`src/rtl/subblock_collector_pkg.sv`:
```
//------------------------------------------------------------------------------
// Module   : subblock_collector_pkg
// Purpose  : Shared lengths, FSM state encoding and meta-field constants for
//            the sub-block collector.
// Revision : 1.0  initial release
//------------------------------------------------------------------------------
`default_nettype none

package subblock_collector_pkg;

  // Bytes per sub-block stream for the 1056-bit and 6144-bit block sizes
  localparam int LEN_SMALL_DEF = 132;
  localparam int LEN_LARGE_DEF = 768;

  // enc_meta bit that selects the large block length
  localparam int META_LEN_BIT = 0;

  typedef enum logic [2:0] {
    ST_IDLE  = 3'd0,
    ST_RD0   = 3'd1,
    ST_RD1   = 3'd2,
    ST_RD2   = 3'd3,
    ST_DRAIN = 3'd4
  } state_t;

  // Counter width that holds a full three-stream large block without wrapping
  function automatic int cnt_width(input int len_large);
    return $clog2(3 * len_large + 1);
  endfunction

endpackage

`default_nettype wire

```
`src/rtl/subblock_collector_if.sv`:
```
//------------------------------------------------------------------------------
// Module   : subblock_collector_if
// Purpose  : Serialized byte stream with valid/ready handshake, packet
//            delimiters and per-block metadata.
// Revision : 1.0  initial release
//------------------------------------------------------------------------------
`default_nettype none

interface subblock_collector_if;
  logic [7:0] out_data;
  logic       out_valid;
  logic       out_ready;
  logic       out_sop;
  logic       out_eop;
  logic [7:0] out_meta;

  modport master (
    output out_data, out_valid, out_sop, out_eop, out_meta,
    input  out_ready
  );

  modport slave (
    input  out_data, out_valid, out_sop, out_eop, out_meta,
    output out_ready
  );
endinterface

`default_nettype wire

```
`src/rtl/subblock_collector_out_skid_buf.sv`:
```
//------------------------------------------------------------------------------
// Module   : out_skid_buf
// Purpose  : Two-entry fall-through output buffer. An incoming word is
//            presented directly when the buffer is empty, so a returned byte
//            can be transferred in the same cycle it arrives.
// Revision : 1.0  initial release
//------------------------------------------------------------------------------
`default_nettype none

module out_skid_buf #(
  parameter int W = 10
) (
  input  logic         clk,
  input  logic         reset,
  input  logic         in_valid,
  input  logic [W-1:0] in_data,
  output logic         out_valid,
  output logic [W-1:0] out_data,
  input  logic         out_ready,
  output logic         xfer,
  output logic [1:0]   occupancy
);

  logic [W-1:0] r_ent0;
  logic [W-1:0] r_ent1;
  logic [1:0]   r_occ;
  logic         w_have;
  logic         w_pop;
  logic         w_push;

  assign w_have    = (r_occ != 2'd0);
  assign out_valid = w_have || in_valid;
  assign out_data  = w_have ? r_ent0 : (in_valid ? in_data : '0);
  assign xfer      = out_valid && out_ready;
  // A stored head leaves on transfer; the incoming word is kept unless it
  // bypassed straight to the output.
  assign w_pop     = xfer && w_have;
  assign w_push    = in_valid && !(xfer && !w_have);
  assign occupancy = r_occ;

  // Entry storage and occupancy; entry 0 is always the oldest word
  always_ff @(posedge clk) begin
    if (reset) begin
      r_occ  <= 2'd0;
      r_ent0 <= '0;
      r_ent1 <= '0;
    end else begin
      case ({w_pop, w_push})
        2'b11: begin
          if (r_occ == 2'd1) begin
            r_ent0 <= in_data;
          end else begin
            r_ent0 <= r_ent1;
            r_ent1 <= in_data;
          end
        end
        2'b10: begin
          r_ent0 <= r_ent1;
          r_occ  <= r_occ - 2'd1;
        end
        2'b01: begin
          if (r_occ == 2'd0) r_ent0 <= in_data;
          else               r_ent1 <= in_data;
          r_occ <= r_occ + 2'd1;
        end
        default: ;
      endcase
    end
  end

endmodule

`default_nettype wire

```
`src/rtl/subblock_collector.sv`:
```
//------------------------------------------------------------------------------
// Module   : subblock_collector
// Purpose  : Reads the three sub-block streams of an encoded block in order
//            (q0, q1, q2) and serializes them onto a valid/ready byte stream
//            with sop/eop framing and latched block metadata.
// Revision : 1.0  initial release
//------------------------------------------------------------------------------
`default_nettype none

module subblock_collector
  import subblock_collector_pkg::*;
#(
  parameter int LEN_SMALL = LEN_SMALL_DEF,
  parameter int LEN_LARGE = LEN_LARGE_DEF
) (
  input  logic                 clk,
  input  logic                 reset,
  input  logic                 enc_done,
  input  logic [7:0]           enc_meta,
  input  logic [7:0]           q0,
  input  logic [7:0]           q1,
  input  logic [7:0]           q2,
  output logic [2:0]           rdreq_subblock,
  output logic                 busy,
  output logic                 err_overrun,
  subblock_collector_if.master out
);

  localparam int CNT_W = cnt_width(LEN_LARGE);

  state_t           r_state;
  logic [CNT_W-1:0] r_cnt;
  logic [CNT_W-1:0] r_len;
  logic [7:0]       r_meta;
  logic             r_err;
  // Tags of the read issued last cycle; its byte appears on q this cycle
  logic             r_inf_valid;
  logic [1:0]       r_inf_sel;
  logic             r_inf_sop;
  logic             r_inf_eop;

  logic             w_rd_state;
  logic [1:0]       w_idx;
  logic [1:0]       w_occ;
  logic             w_xfer;
  logic [2:0]       w_pend;
  logic             w_credit;
  logic             w_issue;
  logic             w_last;
  logic [7:0]       w_q_sel;
  logic [9:0]       w_in_data;
  logic             w_buf_valid;
  logic [9:0]       w_buf_data;

  // Which stream the current read state targets
  always_comb begin
    w_rd_state = 1'b1;
    w_idx      = 2'd0;
    case (r_state)
      ST_RD0:  w_idx = 2'd0;
      ST_RD1:  w_idx = 2'd1;
      ST_RD2:  w_idx = 2'd2;
      default: w_rd_state = 1'b0;
    endcase
  end

  // Credit: bytes held plus bytes returning, less the one leaving now, must
  // leave a free slot for the read about to be issued.
  assign w_pend   = {1'b0, w_occ} + {2'b00, r_inf_valid};
  assign w_credit = w_pend < (3'd2 + {2'b00, w_xfer});
  assign w_issue  = w_rd_state && w_credit;
  assign w_last   = (r_cnt == (r_len - CNT_W'(1)));

  assign rdreq_subblock = w_issue ? (3'b001 << w_idx) : 3'b000;

  // Route the stream that answered last cycle's read into the buffer
  always_comb begin
    w_q_sel = q2;
    case (r_inf_sel)
      2'd0:    w_q_sel = q0;
      2'd1:    w_q_sel = q1;
      default: w_q_sel = q2;
    endcase
  end

  assign w_in_data = {r_inf_sop, r_inf_eop, w_q_sel};

  out_skid_buf #(.W(10)) u_buf (
    .clk       (clk),
    .reset     (reset),
    .in_valid  (r_inf_valid),
    .in_data   (w_in_data),
    .out_valid (w_buf_valid),
    .out_data  (w_buf_data),
    .out_ready (out.out_ready),
    .xfer      (w_xfer),
    .occupancy (w_occ)
  );

  assign out.out_valid = w_buf_valid;
  assign out.out_sop   = w_buf_data[9];
  assign out.out_eop   = w_buf_data[8];
  assign out.out_data  = w_buf_data[7:0];
  assign out.out_meta  = r_meta;
  assign busy          = (r_state != ST_IDLE);
  assign err_overrun   = r_err;

  // Block sequencing, read counting, metadata latch and overrun flag
  always_ff @(posedge clk) begin
    if (reset) begin
      r_state     <= ST_IDLE;
      r_cnt       <= '0;
      r_len       <= '0;
      r_meta      <= 8'h00;
      r_err       <= 1'b0;
      r_inf_valid <= 1'b0;
      r_inf_sel   <= 2'd0;
      r_inf_sop   <= 1'b0;
      r_inf_eop   <= 1'b0;
    end else begin
      r_inf_valid <= w_issue;
      r_inf_sel   <= w_idx;
      r_inf_sop   <= w_issue && (r_state == ST_RD0) && (r_cnt == '0);
      r_inf_eop   <= w_issue && (r_state == ST_RD2) && w_last;

      // A new block cannot be taken while one is still in flight
      if (enc_done && (r_state != ST_IDLE)) r_err <= 1'b1;

      case (r_state)
        ST_IDLE: begin
          if (enc_done) begin
            r_meta  <= enc_meta;
            r_len   <= enc_meta[META_LEN_BIT] ? CNT_W'(LEN_LARGE) : CNT_W'(LEN_SMALL);
            r_cnt   <= '0;
            r_state <= ST_RD0;
          end
        end
        ST_RD0, ST_RD1, ST_RD2: begin
          if (w_issue) begin
            if (w_last) begin
              r_cnt <= '0;
              case (r_state)
                ST_RD0:  r_state <= ST_RD1;
                ST_RD1:  r_state <= ST_RD2;
                default: r_state <= ST_DRAIN;
              endcase
            end else begin
              r_cnt <= r_cnt + CNT_W'(1);
            end
          end
        end
        ST_DRAIN: begin
          if (w_xfer && w_buf_data[8]) r_state <= ST_IDLE;
        end
        default: r_state <= ST_IDLE;
      endcase
    end
  end

endmodule

`default_nettype wire
```
`src/flat_wrapper.sv`:
```
// flat-port wrapper written by rule: the top's interface ports become plain ports
module subblock_collector_flat import subblock_collector_pkg::*;
#(
  parameter int LEN_SMALL = LEN_SMALL_DEF,
  parameter int LEN_LARGE = LEN_LARGE_DEF
)
  (clk, reset, enc_done, enc_meta, q0, q1, q2, rdreq_subblock, busy, err_overrun, out_out_data, out_out_valid, out_out_sop, out_out_eop, out_out_meta, out_out_ready);
  subblock_collector_if out_i ();
  input  logic clk;
  input  logic reset;
  input  logic enc_done;
  input  logic [7:0] enc_meta;
  input  logic [7:0] q0;
  input  logic [7:0] q1;
  input  logic [7:0] q2;
  output logic [2:0] rdreq_subblock;
  output logic busy;
  output logic err_overrun;
  output wire logic [$bits(out_i.out_data)-1:0] out_out_data;
  output wire logic [$bits(out_i.out_valid)-1:0] out_out_valid;
  output wire logic [$bits(out_i.out_sop)-1:0] out_out_sop;
  output wire logic [$bits(out_i.out_eop)-1:0] out_out_eop;
  output wire logic [$bits(out_i.out_meta)-1:0] out_out_meta;
  input wire logic [$bits(out_i.out_ready)-1:0] out_out_ready;
  assign out_out_data = out_i.out_data;
  assign out_out_valid = out_i.out_valid;
  assign out_out_sop = out_i.out_sop;
  assign out_out_eop = out_i.out_eop;
  assign out_out_meta = out_i.out_meta;
  assign out_i.out_ready = out_out_ready;
  subblock_collector #(.LEN_SMALL(LEN_SMALL), .LEN_LARGE(LEN_LARGE)) u_core (.clk(clk), .reset(reset), .enc_done(enc_done), .enc_meta(enc_meta), .q0(q0), .q1(q1), .q2(q2), .rdreq_subblock(rdreq_subblock), .busy(busy), .err_overrun(err_overrun), .out(out_i));
endmodule
```
`config.mk`:
```
export PLATFORM = sky130hd
export DESIGN_NAME = subblock_collector_flat
export DESIGN_NICKNAME = d
export VERILOG_FILES = /design/src/rtl/subblock_collector_pkg.sv /design/src/rtl/subblock_collector_if.sv /design/src/rtl/subblock_collector_out_skid_buf.sv /design/src/rtl/subblock_collector.sv /design/src/flat_wrapper.sv
export SDC_FILE = /design/constraint.sdc
export NUM_CORES = 1
export LEC_CHECK = 0
export CAP_MARGIN = 20
export CORE_MARGIN = 10
export CORE_UTILIZATION = 56
export DETAILED_ROUTE_END_ITERATION = 8
export PLACE_DENSITY_LB_ADDON = 0.08
export SLEW_MARGIN = 20
export SYNTH_ARGS = -nofsm -noshare
export SYNTH_HDL_FRONTEND = slang
export SYNTH_HIERARCHICAL = 1
export SYNTH_SLANG_ARGS = --single-unit
```
`constraint.sdc`:
```
create_clock -name clk -period 5.5 [get_ports clk]
set_clock_uncertainty 0.1 [all_clocks]
set_input_delay 1.1 -clock clk [delete_from_list [all_inputs] [get_ports clk]]
set_output_delay 1.1 -clock clk [all_outputs]
set_load 0.02 [all_outputs]
```
==> impl_metrics.py, run 1 <==
metrics = {
    "outcome": {
        "status": "finished, final reports clean",
    },
    "global_routing": {
        "gr-total-overflow": 0,
        "grtUsageTotal_pct": 17.5,
        "grt_first_pass_wirelength_um": 12700,
        "grt_pass1_vias": 2731,
        "antenna_found_initial": 0,
        "grt_max_degree": 40,
    },
    "route": {
        "routedWlPerCell_um": 15.6,
        "wl_um": 7710,
        "drtIter0Drc": 160,
        "drc": 0,
        "dr.pass1.iters": 4,
        "vias": 2930,
        "viasPerCell": 5.92,
        "route.antenna.remaining_nets": 0,
    },
    "clock_tree": {
        "cts.sink_count": 52,
        "ctsResizeCount": 0,
        "post_cts_buffers": 0,
        "holdBufCountCts": 0,
        "cts_tree": "yes",
        "htree_num_levels": 2,
        "cts_buffer_depth": 2,
        "numCtsBuffers": 5,
        "root_buffer": "clkbuf_8",
        "clk_pin_slew_worst_paths_ns": 0.11,
        "clk_latency_ns": 0.31,
    },
    "synth": {
        "avgSynthCellArea_um2": 7.85,
        "synth_nets": 428,
        "synthArstFlopShare_pct": 0,
        "synth_simple_gate_area_share_pct": 25.5,
        "syn_area_um2": 3020,
        "ys_types": 47,
        "synth_compound_area_share_pct": 24.8,
        "synthAdderAreaFrac_pct": 3.32,
        "synth_mux_area_share_pct": 3.69,
        "synth_xor_area_share_pct": 0.581,
        "ys_seq_area_share_pct": 34.5,
        "syn_inst": 384,
        "yosysWarnings": 6,
        "synth_top_family_by_area": "simple AND/OR/NAND/NOR gates",
        "synth_edf_count": 0,
        "ys_seq_elements": 52,
        "yosys_most_used_dff": "dfxtp_1",
    },
    "critical_path": {
        "slowest_stage": "clkdlybuf4s50_1",
        "critPathMaxFanout": 8,
        "cpLargestDelayFamily": "buffers and inverters",
        "crit_required_ns": 4.30,
        "cp-start-kind": "input port",
        "cp_cell_sequence": "clkdlybuf4s50_1 -> and2_1 -> nand2b_1 -> a21oi_1 -> nand3b_1 -> nor2_1 -> clkdlybuf4s50_1",
        "end_kind": "output pin",
        "arrival_ns": 3.39,
        "crit_top_cell": "clkdlybuf4s50_1",
        "critPathKind": "in -> out",
        "crit_buf_inv": 2,
        "cpPeakStageDelay_ns": 0.62,
    },
    "power_and_ir_drop": {
        "ir_worst_vdd_mv": 0.159,
        "p_per_area_nw_per_um2": 245,
        "p_total_w": 0.000899,
        "leakage_nw": 1.35,
        "swShare_pct": 33.0,
        "power.switching_w": 0.000297,
        "pwr-share-comb_pct": 28.3,
        "seq_power_share_pct": 46.8,
        "clockPowerShare_pct": 24.9,
        "p_int_w": 0.000602,
    },
    "sta": {
        "drv_slew": 0,
        "worstMarginPinSlew_ns": 0.631,
        "fin_tns_setup_ns": 0,
        "slew_headroom_pct": 57.5,
        "period_share_pct": 83.4,
        "rsz0062_at_grt": "no",
        "finalWorstPathRequiredPeriod_ns": 4.59,
        "hold_viol": 0,
        "setup_viol": 0,
        "fmax_mhz": 218,
    },
    "cells_and_area": {
        "final_common_cell": "clkdlybuf4s50_1",
        "final_nets": 468,
        "fin_area_um2": 3670,
        "drive_gt1_share_pct": 4.71,
        "mostFrequentLayoutCells": "clkdlybuf4s50_1, dfxtp_1, nand2_1",
        "areaGrowthSynthToFinish_pct": 21.6,
        "antennaDiodeCount": 0,
    },
    "min_path": {
        "hp-class": "reg -> reg",
    },
    "placed_design": {
        "portBuffers": 59,
        "post-dp-hpwl_um": 5450,
        "place_area_um2": 3570,
        "gp_congestion": 0.844,
    },
    "die": {
        "coreArea_um2": 5170,
        "io_pins": 60,
        "rows": 26,
        "initial_core_util_pct": 58.3,
        "dieArea_um2": 8720,
        "die_x_um": 93.4,
        "die_h_um": 93.4,
    },
    "run": {
        "max_cap_viol_count": 0,
    },
}
-- power by group through the flow --
stage                     registers, W  clock network [W]  logic (W)
after global routing          0.000424           0.000246   0.000279
final                         0.000420           0.000224   0.000255
after detailed placement      0.000429                  0   0.000254
after global placement        0.000428                  0   0.000248
after floorplan               0.000427                  0   0.000164
after CTS                     0.000420           0.000230   0.000254
-- tightest hold or removal path: cells and delay by family (launching register included) --
kind | cells | cell delay (ns)
compound gates | 1 | 0.05
flops | 1 | 0.32
simple gates | 1 | 0.05
-- layout make-up --
| cell class | instances | area [um2] |
|---|---|---|
| multi-input cells | 282 | 1750 |
| repair buffers | 64 | 628 |
| fillers | 433 | 1510 |
| well taps | 70 | 87.6 |
| flip-flops and latches | 52 | 1040 |
| clock buffers | 5 | 68.8 |
| clock inverters | 3 | 23.8 |
| inverters | 19 | 71.3 |
-- state kept, by name (all words and copies together) (netlist names), 2 cells and up --
signal / count
u_core/out.out_meta: 8
u_core/r_cnt: 12
u_core/r_inf_sel: 2
u_core/r_state: 3
u_core/u_buf/occupancy: 2
u_core/u_buf/r_ent0: 10
u_core/u_buf/r_ent1: 10
-- final timing paths --
| check | endpoint | cells after the start | start | slack (ns) |
|---|---|---|---|---|
| worst min register to register | u_core/out.out_meta[7] | 2 | u_core/out.out_meta[7] | 0.36 |
| worst max-delay path | rdreq_subblock[2] | 7 | out_out_ready | 0.91 |
| worst max register to register | u_core/r_cnt[6] | 11 | u_core/u_buf/occupancy[0] | 2.80 |
| worst min-delay path | u_core/out.out_meta[7] | 2 | u_core/out.out_meta[7] | 0.36 |
-- through the flow --
stage                     std cells  utilization (%)  setup slack (ns)  hold WS, ns
final                           495             70.9             0.914        0.358
after floorplan                 384                -              2.12        0.350
after global routing            495             70.9             0.669        0.387
after global placement          487             69.1             0.986        0.343
after detailed placement        487             69.1             0.933        0.347
after CTS                       495             70.9             0.911        0.363
-- synth_stat cells (3+ instances only) --
| master | count | area (um2) |
|---|---|---|
| clkbuf_1 | 14 | 52.6 |
| or3b_1 | 10 | 87.6 |
| nor3b_1 | 4 | 30.0 |
| nand4_1 | 6 | 37.5 |
| inv_1 | 19 | 71.3 |
| ha_1 | 8 | 100 |
| o21bai_1 | 10 | 75.1 |
| a21oi_1 | 25 | 125 |
| and3_1 | 15 | 93.8 |
| a211oi_1 | 23 | 173 |
| nand3_1 | 22 | 110 |
| buf_6 | 3 | 33.8 |
| o21ai_1 | 11 | 55.1 |
| nand2_1 | 40 | 150 |
| a2bb2oi_1 | 4 | 35.0 |
| o22ai_1 | 10 | 62.6 |
| o31ai_1 | 3 | 22.5 |
| buf_2 | 11 | 55.1 |
| nand2b_1 | 6 | 37.5 |
| o21ai_0 | 27 | 135 |
| mux2i_1 | 10 | 100 |
| nor2_1 | 14 | 52.6 |
| or3_1 | 5 | 31.3 |
| nor3_1 | 7 | 35.0 |
| dfxtp_1 | 52 | 1040 |
-- kinds of logic (layout without fill, tap and decap cells) --
logic type | Yosys count | after routing
AO/OA/AOI/OAI | 120 | 120
XOR/XNOR | 2 | 2
adder cells (fa/ha/maj) | 8 | 8
buffers and inverters | 50 | 91
flip-flops | 52 | 52
multiplexers | 11 | 11
AND/OR/NAND/NOR | 141 | 141
-- metal layers --
layer	up-vias	track usage, %	share of wire [%]
met5	-	0	0
met4	0	6.68	1.7
met3	12	4.08	4.8
met2	68	30.0	52
met1	1383	20.5	41
li1	1467	-	-
(Power assumes the default switching activity.)
==> run 2, diff against run 1 <==
--- a/config.mk
+++ b/config.mk
@@ -7,7 +7,7 @@
 export LEC_CHECK = 0
 export CAP_MARGIN = 20
 export CORE_MARGIN = 10
-export CORE_UTILIZATION = 56
+export CORE_UTILIZATION = 52
 export DETAILED_ROUTE_END_ITERATION = 8
 export PLACE_DENSITY_LB_ADDON = 0.08
 export SLEW_MARGIN = 20
==> constraint.sdc (replaced) <==
create_clock -name clk -period 4.6 [get_ports clk]
set_clock_uncertainty 0.1 [all_clocks]
set_input_delay 0.92 -clock clk [delete_from_list [all_inputs] [get_ports clk]]
set_output_delay 0.92 -clock clk [all_outputs]
set_load 0.02 [all_outputs]
==> run 2 against run 1 <==
- hold slack worse by 0.0017 ns
- power up 22%
- die area grew 6.0%
- register-to-register slack got worse by 0.54 ns
- combinational power up 21%
- sequential share of layout area down 0.11 points
- flip-flop and latch count unchanged
- clock power grew 26%
- non-clock buffer count up 1
- critical path depth did not move
- critical path type unchanged
- largest power group unchanged
==> impl_metrics.py, run 2 (synthesized netlist as in run 1, its figures left out) <==
metrics = {
    "clock_tree": {
        "numCtsBuffers": 5,
        "clk_pin_slew_worst_paths_ns": 0.08,
        "ctsResizeCount": 0,
        "holdBufCountCts": 0,
        "root_buffer": "clkbuf_8",
        "htree_num_levels": 2,
        "clk_latency_ns": 0.31,
        "cts_tree": "yes",
        "cts.sink_count": 52,
        "post_cts_buffers": 0,
        "cts_buffer_depth": 2,
    },
    "cells_and_area": {
        "fillers": 488,
        "multiInputGateArea_um2": 1750,
        "top_register": "u_core/r_cnt",
        "mostFrequentLayoutCells": "clkdlybuf4s50_1, dfxtp_1, nand2_1",
        "areaGrowthSynthToFinish_pct": 22.0,
        "final-seq-area_um2": 1040,
        "top_regs": "u_core/r_cnt x12, u_core/u_buf/r_ent0 x10, u_core/u_buf/r_ent1 x10",
        "final_common_cell": "clkdlybuf4s50_1",
        "drive_gt1_share_pct": 4.71,
        "largest_reg_flops": 12,
        "antennaDiodeCount": 0,
        "final_nets": 469,
    },
    "global_routing": {
        "top_usage_layer": "met2",
        "antenna_found_initial": 0,
        "grt_first_pass_wirelength_um": 13000,
        "use_met1_pct": 21.3,
        "grt_use_met2_pct": 27.3,
        "grtUsageTotal_pct": 17.1,
        "gr-total-overflow": 0,
        "grt_max_degree": 39,
        "grt_pass1_vias": 2689,
        "met3_usage_pct": 5.76,
    },
    "sta": {
        "fmax_mhz": 252,
        "finalWorstPathRequiredPeriod_ns": 3.97,
        "worstMarginPinSlew_ns": 0.651,
        "hold_slack_ns": 0.357,
        "fin_tns_setup_ns": 0,
        "hold_viol": 0,
        "drv_slew": 0,
        "period_share_pct": 86.4,
        "slew_headroom_pct": 56.2,
        "setup_viol": 0,
        "rsz0062_at_grt": "no",
    },
    "route": {
        "routedWlPerCell_um": 16.0,
        "vias": 2950,
        "wl_um": 7970,
        "viasPerCell": 5.94,
        "dr.pass1.iters": 4,
        "drtIter0Drc": 177,
        "route.antenna.remaining_nets": 0,
        "drc": 0,
    },
    "critical_path": {
        "end_kind": "output pin",
        "crit_top_cell": "clkdlybuf4s50_1",
        "critPathKind": "in -> out",
        "rrSetupSlack_ns": 2.26,
        "r2r-start": "u_core/r_len[7]",
        "cp-start-kind": "input port",
        "crit_required_ns": 3.58,
        "critPathMaxFanout": 8,
        "r2r-end": "u_core/r_state[1]",
        "arrival_ns": 2.95,
        "cpLargestDelayFamily": "buffers and inverters",
        "crit_buf_inv": 2,
        "cpPeakStageDelay_ns": 0.62,
        "cp_cell_sequence": "clkdlybuf4s50_1 -> and2_1 -> nand2b_1 -> a21oi_1 -> nand3b_1 -> nor2_1 -> clkdlybuf4s50_1",
        "slowest_stage": "clkdlybuf4s50_1",
        "rr_worst_depth": 7,
    },
    "die": {
        "die_x_um": 96.2,
        "coreArea_um2": 5570,
        "rows": 27,
        "initial_core_util_pct": 54.1,
        "die_h_um": 96.2,
        "dieArea_um2": 9240,
        "io_pins": 60,
    },
    "run": {
        "max_cap_viol_count": 0,
    },
    "min_path": {
        "whs_path_depth": 2,
        "hp-class": "reg -> reg",
        "min_from": "u_core/out.out_meta[5]",
        "holdPathEnd": "u_core/out.out_meta[5]",
    },
    "placed_design": {
        "gp_congestion": 0.816,
        "portBuffers": 59,
        "post-dp-hpwl_um": 5580,
    },
    "outcome": {
        "status": "finished, final reports clean",
    },
    "power_and_ir_drop": {
        "leakage_nw": 1.37,
        "ir_worst_vdd_mv": 0.187,
        "p_per_area_nw_per_um2": 297,
    },
}
[run 2: cell count changes in the layout (fill, tap and decap cells not counted), sizes merged]
cell	previous run	this run
clkbuf	5	7
buf	5	6
clkinv	1	0
clkinvlp	2	0
[run 2: layer usage]
| metal | vias to the layer above | routed length [um] |
|---|---|---|
| met4 | 0 | 72 |
| li1 | 1479 | - |
| met2 | 93 | 3760 |
| met5 | - | 0 |
| met3 | 8 | 677 |
| met1 | 1370 | 3460 |
[run 2: tightest hold or removal path, stage by stage (launching register included)]
cell and delay [ns]:
dfxtp_1 0.31, nand2_1 0.05, a21oi_1 0.05
[run 2: layout make-up]
| class | count | share of cell area [%] |
|---|---|---|
| inverters | 19 | 1.94 |
| clock buffers | 7 | 2.62 |
| repair buffers | 65 | 17.3 |
| multi-input cells | 282 | 47.4 |
| well taps | 72 | 2.45 |
| flip-flops and latches | 52 | 28.3 |
[run 2: how the worst max path moves through the flow]
stage,startpoint,to,cells after the start
floorplan,out_out_ready,rdreq_subblock[0],6
global route,out_out_ready,rdreq_subblock[2],7
global placement,out_out_ready,rdreq_subblock[2],7
detailed placement,out_out_ready,rdreq_subblock[2],7
CTS,out_out_ready,rdreq_subblock[2],7
finish,out_out_ready,rdreq_subblock[2],7
[run 2: metrics by stage]
stage	instances	setup WS, ns	utilization, %	total power, W	instance area [um2]
final	497	0.627	66.0	0.00109	3680
after detailed placement	490	0.640	64.3	0.000821	3580
after global placement	490	0.684	64.3	0.000814	3580
after CTS	497	0.630	66.0	0.00110	3680
after global routing	497	0.500	66.0	0.00115	3680
after floorplan	384	1.58	-	0.000708	3020
[run 2: power breakdown]
group / total [W] / internal, W / switching [W]
combinational: 0.000308 / 0.000135 / 0.000172
sequential: 0.000504 / 0.000479 / 0.0000250
clock: 0.000282 / 0.000134 / 0.000147
==> edit: new RTL, config.mk and constraints of run 2 <==
Re-encode `state_t` (5 states) as one-hot, 5 bits wide.
--- a/src/rtl/subblock_collector_pkg.sv
+++ b/src/rtl/subblock_collector_pkg.sv
@@ -16,10 +16,10 @@
   localparam int META_LEN_BIT = 0;
 
-  typedef enum logic [2:0] {
-    ST_IDLE  = 3'd0,
-    ST_RD0   = 3'd1,
-    ST_RD1   = 3'd2,
-    ST_RD2   = 3'd3,
-    ST_DRAIN = 3'd4
+  typedef enum logic [4:0] {
+    ST_IDLE  = 5'b00001,
+    ST_RD0   = 5'b00010,
+    ST_RD1   = 5'b00100,
+    ST_RD2   = 5'b01000,
+    ST_DRAIN = 5'b10000
   } state_t;
 
Formal check against the unedited RTL: same outputs for any inputs over 10 cycles, from zero or initial values and one cycle with reset high; not proved beyond that.
==> edit against run 2 <==
  * Routed wire length fell by 0.45%
  * Area after synthesis rose by 2.0%
  * Critical path type unchanged
  * Worst setup slack improved by 160 ps
  * Sequential cell count rose by 2
  * Largest cell class unchanged
  * Register-to-register slack got worse by 350 ps
  * Cell area rose by 1.7%
  * Fmax rose by 4.2%
  * Total power fell by 1.4%
  * Count of clock-buffer cells in the layout rose by 1
  * Die area rose by 1.6%
==> edit: results (changes against run 2) <==
Synthesis
  – Post-synth top cells: dfxtp_1, nand2_1, a21oi_1
  – Distinct cells, synth: 49 (+4.3%)
  – Register area share after synthesis: 35.2% (+0.63 points)
  – Top post-synthesis cells by area: dfxtp_1, a211oi_1, a21oi_1

STA
  – Max_slew headroom: 40.2% (-16 points)
  – Fin Hold WS: 359 ps (+1.90 ps)

Detailed routing
  – Initial drt markers: 169 (-4.5%)
  – Vias/cell: 5.96 (+0.44%)
  – DR WL met3: 419 microns (-38%)
  – WL per Instance: 15.9 microns (-0.85%)
  – Routed wl met2: 3940 microns (+4.8%)

Global route
  – GRT met2 Usage: 26.6% (-0.66 points)
  – Met3 Usage GRT: 3.62% (-2.1 points)
  – First-pass GRT wire length: 13,200 microns (+1.2%)
  – M1 GR Usage: 19.6% (-1.8 points)
  – GRT Resource Usage Total: 15.8% (-1.2 points)

Power and ir drop
  – Comb. pwr: 0.260 mW (-16%)
  – Sw frac: 29.7% (-1.8 points)
  – PD cells: 288 nW/um^2 (-3.1%)

Status
  – Run status: finished, final reports clean

Place
  – Placed insts: 491 (+0.20%)
  – Dpl hpwl: 5610 microns (+0.54%)

Worst setup path
  – Reg2Reg Capture Point: u_core/r_cnt[0]
  – Worst setup endpoint: rdreq_subblock[0]

Cells and area
  – Nets: 470 (+0.21%)
  – Share of layout cells above drive strength 1: 4.68% (-0.022 points)
edit: cell count changes after synthesis, moves of 5 or more:
cell | run 2 | this run
nor2_1 | 14 | 22
or4_1 | 1 | 8
a21oi_1 | 25 | 30
buf_2 | 11 | 6
nand2_1 | 40 | 35
edit: cells by family (layout without fill, tap and decap cells):
logic type,after synthesis,count (layout),share of synthesized area [%]
simple gates,133,133,23.4
flops,54,54,35.2
fa+ha+maj,8,8,3.25
mux,12,12,4.03
buf+inv,46,89,7.12
compound gates,127,127,25.9
xor+xnor,4,4,1.14
edit: worst register-to-register path: stages, from the launching register on:
cell and delay, ps:
dfxtp_1 320, buf_4 290, ha_1 280, nand2b_1 190, a21oi_4 230, o2111ai_1 270
o21ai_1 780, nor2_1 100
edit: layout make-up:
cell class	instances	area [sq um]	area share, %
clock buffers	8	110	2.94
inverters	19	71.3	1.91
multi-input cells	284	1780	47.5
flip-flops and latches	54	1080	28.9
well taps	72	90.1	2.41
repair buffers	62	613	16.4
